<file path="src/rtl/param_scan_decoder_pkg.sv">
// param_scan_decoder_pkg: shared mode encodings and one-hot helper for the scan decoder
package param_scan_decoder_pkg;

    localparam logic MODE_DECODE = 1'b0;
    localparam logic MODE_SCAN   = 1'b1;

    // Bit b of onehot(i): lets any output width be built bit by bit without a fixed-width return
    function automatic logic onehot(input int unsigned i, input int unsigned b);
        return i == b;
    endfunction

endpackage

</file>
<file path="src/rtl/param_scan_decoder_scan_prescaler.sv">
// scan_prescaler: free-running step counter that raises tick once cnt reaches period
module scan_prescaler #(
    parameter int DIV_W = 16
) (
    input  logic             clk,
    input  logic             reset_n,
    input  logic             en,
    input  logic             clr,
    input  logic [DIV_W-1:0] period,
    output logic             tick
);

    logic [DIV_W-1:0] r_cnt;

    // >= so that lowering period mid-count still ticks on the next clock
    assign tick = r_cnt >= period;

    // Count while enabled; restart on a tick or an explicit clear, hold when disabled
    always_ff @(posedge clk or negedge reset_n) begin
        if (!reset_n)
            r_cnt <= '0;
        else if (en)
            r_cnt <= (clr || tick) ? '0 : r_cnt + DIV_W'(1);
    end

endmodule

</file>
<file path="src/rtl/param_scan_decoder.sv">
// param_scan_decoder: registered N-to-2^N one-hot decoder with prescaled auto-scan; SCAN_SKIP_MASK_EN enables mask-based index skipping
module param_scan_decoder
    import param_scan_decoder_pkg::*;
#(
    parameter int N     = 3,
    parameter int DIV_W = 16
) (
    input  logic             clk,
    input  logic             reset_n,
    input  logic             en,
    input  logic             mode,
    input  logic [N-1:0]     d,
    input  logic             load,
    input  logic [DIV_W-1:0] period,
    input  logic [2**N-1:0]  mask,
    output logic [2**N-1:0]  q,
    output logic [N-1:0]     idx,
    output logic             wrap
);

    localparam int W = 2**N;

    logic         w_tick;
    logic [N-1:0] w_adv;
    logic         w_adv_ok;
    logic         w_adv_wrap;
    logic [N-1:0] w_idx_nxt;
    logic         w_q_on;
    logic         w_wrap_nxt;
    logic [W-1:0] w_q_nxt;

    logic [N-1:0] r_idx;
    logic [W-1:0] r_q;
    logic         r_wrap;

    assign q    = r_q;
    assign idx  = r_idx;
    assign wrap = r_wrap;

    scan_prescaler #(.DIV_W(DIV_W)) u_prescaler (
        .clk     (clk),
        .reset_n (reset_n),
        .en      (en),
        .clr     (mode == MODE_DECODE || load),
        .period  (period),
        .tick    (w_tick)
    );

`ifdef SCAN_SKIP_MASK_EN
    // Nearest enabled index above r_idx, searching cyclically; descending loop lets the closest hit win
    always_comb begin
        w_adv      = r_idx;
        w_adv_ok   = 1'b0;
        w_adv_wrap = 1'b0;
        for (int k = W; k >= 1; k--) begin
            if (mask[(int'(r_idx) + k) % W]) begin
                w_adv      = N'((int'(r_idx) + k) % W);
                w_adv_ok   = 1'b1;
                w_adv_wrap = int'(r_idx) + k >= W;
            end
        end
    end
`else
    logic w_unused_mask;
    assign w_unused_mask = ^mask;
    assign w_adv         = r_idx + N'(1);
    assign w_adv_ok      = 1'b1;
    assign w_adv_wrap    = &r_idx;
`endif

    // Next index/output selection: enable, then direct index (decode or load), then tick, else hold
    always_comb begin
        w_idx_nxt  = r_idx;
        w_q_on     = 1'b0;
        w_wrap_nxt = 1'b0;
        if (en) begin
            if (mode == MODE_DECODE || load) begin
                w_idx_nxt = d;
                w_q_on    = 1'b1;
            end else if (w_tick) begin
                w_idx_nxt  = w_adv;
                w_q_on     = w_adv_ok;
                w_wrap_nxt = w_adv_ok && w_adv_wrap;
            end else begin
                w_q_on = 1'b1;
            end
        end
    end

    for (genvar b = 0; b < W; b++) begin : g_oh
        assign w_q_nxt[b] = w_q_on && onehot(32'(w_idx_nxt), b);
    end

    // Output and index registers
    always_ff @(posedge clk or negedge reset_n) begin
        if (!reset_n) begin
            r_q    <= '0;
            r_idx  <= '0;
            r_wrap <= 1'b0;
        end else begin
            r_q    <= w_q_nxt;
            r_idx  <= w_idx_nxt;
            r_wrap <= w_wrap_nxt;
        end
    end

endmodule

</file>
<file path="config.mk">
export PLATFORM = sky130hd
export DESIGN_NAME = param_scan_decoder
export DESIGN_NICKNAME = d
export VERILOG_FILES = /design/src/rtl/param_scan_decoder_pkg.sv /design/src/rtl/param_scan_decoder_scan_prescaler.sv /design/src/rtl/param_scan_decoder.sv
export SDC_FILE = /design/constraint.sdc
export NUM_CORES = 1
export LEC_CHECK = 0
export CAP_MARGIN = 20
export CORE_MARGIN = 3
export CORE_UTILIZATION = 25
export CTS_BUF_LIST = sky130_fd_sc_hd__clkbuf_2
export DETAILED_ROUTE_END_ITERATION = 7
export MAX_ROUTING_LAYER = met4
export PLACE_DENSITY = 0.51
export SLEW_MARGIN = 5
export SYNTH_ARGS = -nofsm -noshare
export SYNTH_HDL_FRONTEND = slang
export SYNTH_SLANG_ARGS = --single-unit
export TNS_END_PERCENT = 30
</file>
<file path="constraint.sdc">
create_clock -name clk -period 2.5 [get_ports clk]
set_input_delay 0.75 -clock clk [delete_from_list [all_inputs] [get_ports clk]]
set_output_delay 0.75 -clock clk [all_outputs]
set_load 0.02 [all_outputs]
</file>
==> results of run 1 <==
==> registers in the layout, summed over array words and instances (netlist names) <==
register,flops
u_prescaler.r_cnt,16
wrap,1
idx,3
q,8
==> cells in the mapped netlist (all sizes together), types with 2 or more instances <==
master,count
dfrtp,28
inv,23
nor2,21
ha,19
nand3,12
xor2,10
nand2,8
nor3,8
nand4,7
and3,5
o21ai,5
a21oi,4
xnor2,4
clkbuf,3
nand2b,3
a22o,2
a31o,2
a41oi,2
and4,2
o31ai,2
o32ai,2
or3,2
==> where the power goes <==
group	leakage, nW	switching, W	internal (W)
registers	0.379	0.0000211	0.000473
clock network	0.0140	0.000142	0.0000347
logic	0.813	0.000159	0.000147
==> layout make-up <==
cell class / instances / area (sq um) / area share (%)
clock buffers: 3 / 15.0 / 0.539
well taps: 96 / 120 / 4.31
multi-input cells: 134 / 1300 / 46.6
clock inverters: 1 / 3.75 / 0.135
inverters: 23 / 96.3 / 3.46
flip-flops and latches: 28 / 702 / 25.2
repair buffers: 66 / 549 / 19.7
==> critical path: cells and delay by family, from the launching register on <==
kind	cells	cell delay (ns)
and+or+nand+nor	3	0.72
AOI/OAI and AO/OA	3	0.95
DFF	1	0.49
adders and majority gates	1	0.28
==> through the flow <==
stage	total power [W]	cells	setup WS (ns)	setup TNS, ns	cell area, sq um
after floorplan	0.000634	189	-0.0862	-1.03	1900
after global placement	0.000767	340	-0.832	-20.37	2550
after detailed placement	0.000767	340	-0.859	-20.74	2550
after CTS	0.000982	350	0.00202	0	2740
after global routing	0.00104	351	-0.0654	-0.414	2780
final	0.000978	351	-0.00134	-0.00134	2780
==> routing by layer <==
metal	up-vias	share of wire (%)
li1	805	-
met2	12	49
met3	2	1.6
met4	0	0.95
met1	748	49
met5	-	0
==> how the worst max path moves through the flow <==
stage,endpoint,slack (ns),depth (start not counted)
3_5_place_dp,q[4]$_DFF_PN0_,-0.86,10
2_1_floorplan,q[0]$_DFF_PN0_,-0.09,9
6_report,q[5]$_DFF_PN0_,-0.001,7
4_1_cts,q[4]$_DFF_PN0_,0.002,8
5_1_grt,q[0]$_DFF_PN0_,-0.07,8
3_3_place_gp,q[0]$_DFF_PN0_,-0.83,10
==> kinds of logic (layout without fill, tap and decap cells) <==
| family | Yosys count | count (layout) | synth area share [%] |
|---|---|---|---|
| AND/OR/NAND/NOR | 71 | 71 | 19.8 |
| adder cells (fa/ha/maj) | 19 | 19 | 13.2 |
| flip-flops | 28 | 28 | 38.9 |
| XOR/XNOR | 14 | 14 | 6.81 |
| buffers and inverters | 27 | 93 | 5.69 |
| AO/OA/AOI/OAI | 30 | 30 | 15.6 |
==> timing repair <==
action | in CTS | in global routing
hold endpoints to repair | 0 | 0
endpoints found under the setup margin | 28 | 20
buffers inserted | 6 | 1
pin swaps | 25 | 16
gates resized for setup | 66 | 9
==> flow_metrics.py, run 1 <==
metrics = {
    "worst_setup_path": {
        "path_class": "flip-flop to flip-flop",
        "r2r-end": "q[5]$_DFF_PN0_",
        "r2r-start": "u_prescaler.r_cnt[9]$_DFFE_PN0P_",
        "cp_cell_sequence": "ha_4, nand4_1, or3_4, o32a_4, a31o_1, o221a_1, nor3_1",
        "start_kind": "flip-flop",
        "critPathCaptureType": "flip-flop",
        "cp_data_required_time_ns": 2.82,
        "r2r_slack_ns": -0.001,
        "cp_slowest_cell": "dfrtp_1",
        "critPathMaxFanout": 6,
        "crit_start": "u_prescaler.r_cnt[9]$_DFFE_PN0P_",
        "critical-path-max-stage-delay_ns": 0.49,
        "cp.arrival_ns": 2.82,
        "r2r_cells": 7,
    },
    "global_route": {
        "grt_pass1_wl_mm": 7.85,
        "grt_use_met2_pct": 19.2,
        "grt.overflow.total": 0,
        "busiest_layer": "met2",
        "use_met1_pct": 15.5,
        "antenna_found_initial": 0,
        "use_met3_pct": 1.50,
        "grt_pass1_vias": 1656,
        "grt_use_total_pct": 11.9,
        "grt_max_degree": 29,
    },
    "status": {
        "violations": "negative setup slack",
        "outcome": "finished, violations left",
    },
    "floorplan": {
        "die_area_sq_mm": 0.00826,
        "ioPinCount": 44,
        "fp-row-count": 30,
        "coreArea_sq_mm": 0.00691,
        "die_y_microns": 90.9,
        "start_util_pct": 26.1,
        "die_w_microns": 90.9,
    },
    "placement": {
        "hpwl_mm": 3.53,
        "routabilityCongestion": 0.799,
        "io_buffers": 35,
    },
    "finish": {
        "diodes": 0,
        "finalNetCount": 307,
        "utilization_pct": 40.3,
        "layout_common_cells": "28 x buf_4, 27 x dfrtp_1, 21 x nor2_1",
        "area_delta_synth_final_pct": 54.5,
        "fill_cells": 721,
        "drive_gt1_share_pct": 36.9,
        "layout_commonest_cell": "buf_4",
    },
    "clock_tree": {
        "clockRootBuffer": "clkbuf_2",
        "clkSlewWorstSetupHoldPaths_ns": 0.28,
        "cts_tree": "done",
        "cts_buffers": 3,
        "clockBufferDepth": 2,
        "cts_sinks": 28,
        "clk_latency_ns": 0.37,
        "htreeDepth": 1,
        "cts_hold_buf": 0,
    },
    "logic_synthesis": {
        "synth_edf_count": 0,
        "yosys-top-cells-area": "dfrtp_1 39%, ha_1 13%, xor2_1 4.9%",
        "ys.flop_type": "dfrtp_1",
        "synth_cells": 189,
        "synthArstFlopShare_pct": 100,
        "ys_ff_latch": 28,
        "postSynthAreaPerCell_sq_um": 9.53,
        "yosysTopAreaCellShare_pct": 38.9,
        "yosys.area.top_type": "dfrtp_1",
        "ys_seq_area_share_pct": 38.9,
        "synth_area_sq_mm": 0.00180,
        "syn_nets": 240,
        "yosys_warnings": 0,
        "synthDistinctLibCells": 42,
    },
    "detailed_routing": {
        "vias": 1567,
        "ant_nets": 0,
        "first_iter_violations": 102,
        "routed_wl_mm": 4.63,
        "drc": 0,
        "viasPerCell": 4.46,
        "drt_pre_antenna_iters": 4,
        "wl_per_cell_microns": 13.2,
    },
    "hold_path": {
        "hold_depth": 2,
        "hold_class": "flip-flop to flip-flop",
        "hold_path.startpoint": "idx[2]$_DFF_PN0_",
        "whs_endpoint": "idx[2]$_DFF_PN0_",
    },
    "sta": {
        "fin_worst_skew_ns": 0.00419,
        "post-route-period-util_pct": 100,
        "rsz0062_at_grt": "yes",
        "setup_slack_ns": -0.00134,
        "fmax_ghz": 0.400,
        "finalMaxSlewViolations": 0,
        "post-route-min-period_ns": 2.50,
        "maxSlewHeadroom_pct": 72.9,
        "tightest_slew_ns": 0.403,
        "timing.hold.ws_ns": 0.603,
        "hold_viol_final": 0,
        "setup_violations": 1,
    },
    "power": {
        "leakage_nw": 1.21,
        "powerDensity_mw_per_mm2": 351,
        "ir_drop_v": 0.000152,
    },
    "run": {
        "maxCapViolCount": 0,
    },
}
No activity file was read; power rests on OpenSTA's default activity.
==> run 2: changes to the inputs <==
Settings changed: GPL_ROUTABILITY_DRIVEN set to 0.
==> results of run 2 <==
The final DEF is identical to that of run 1; final timing and power are the same.
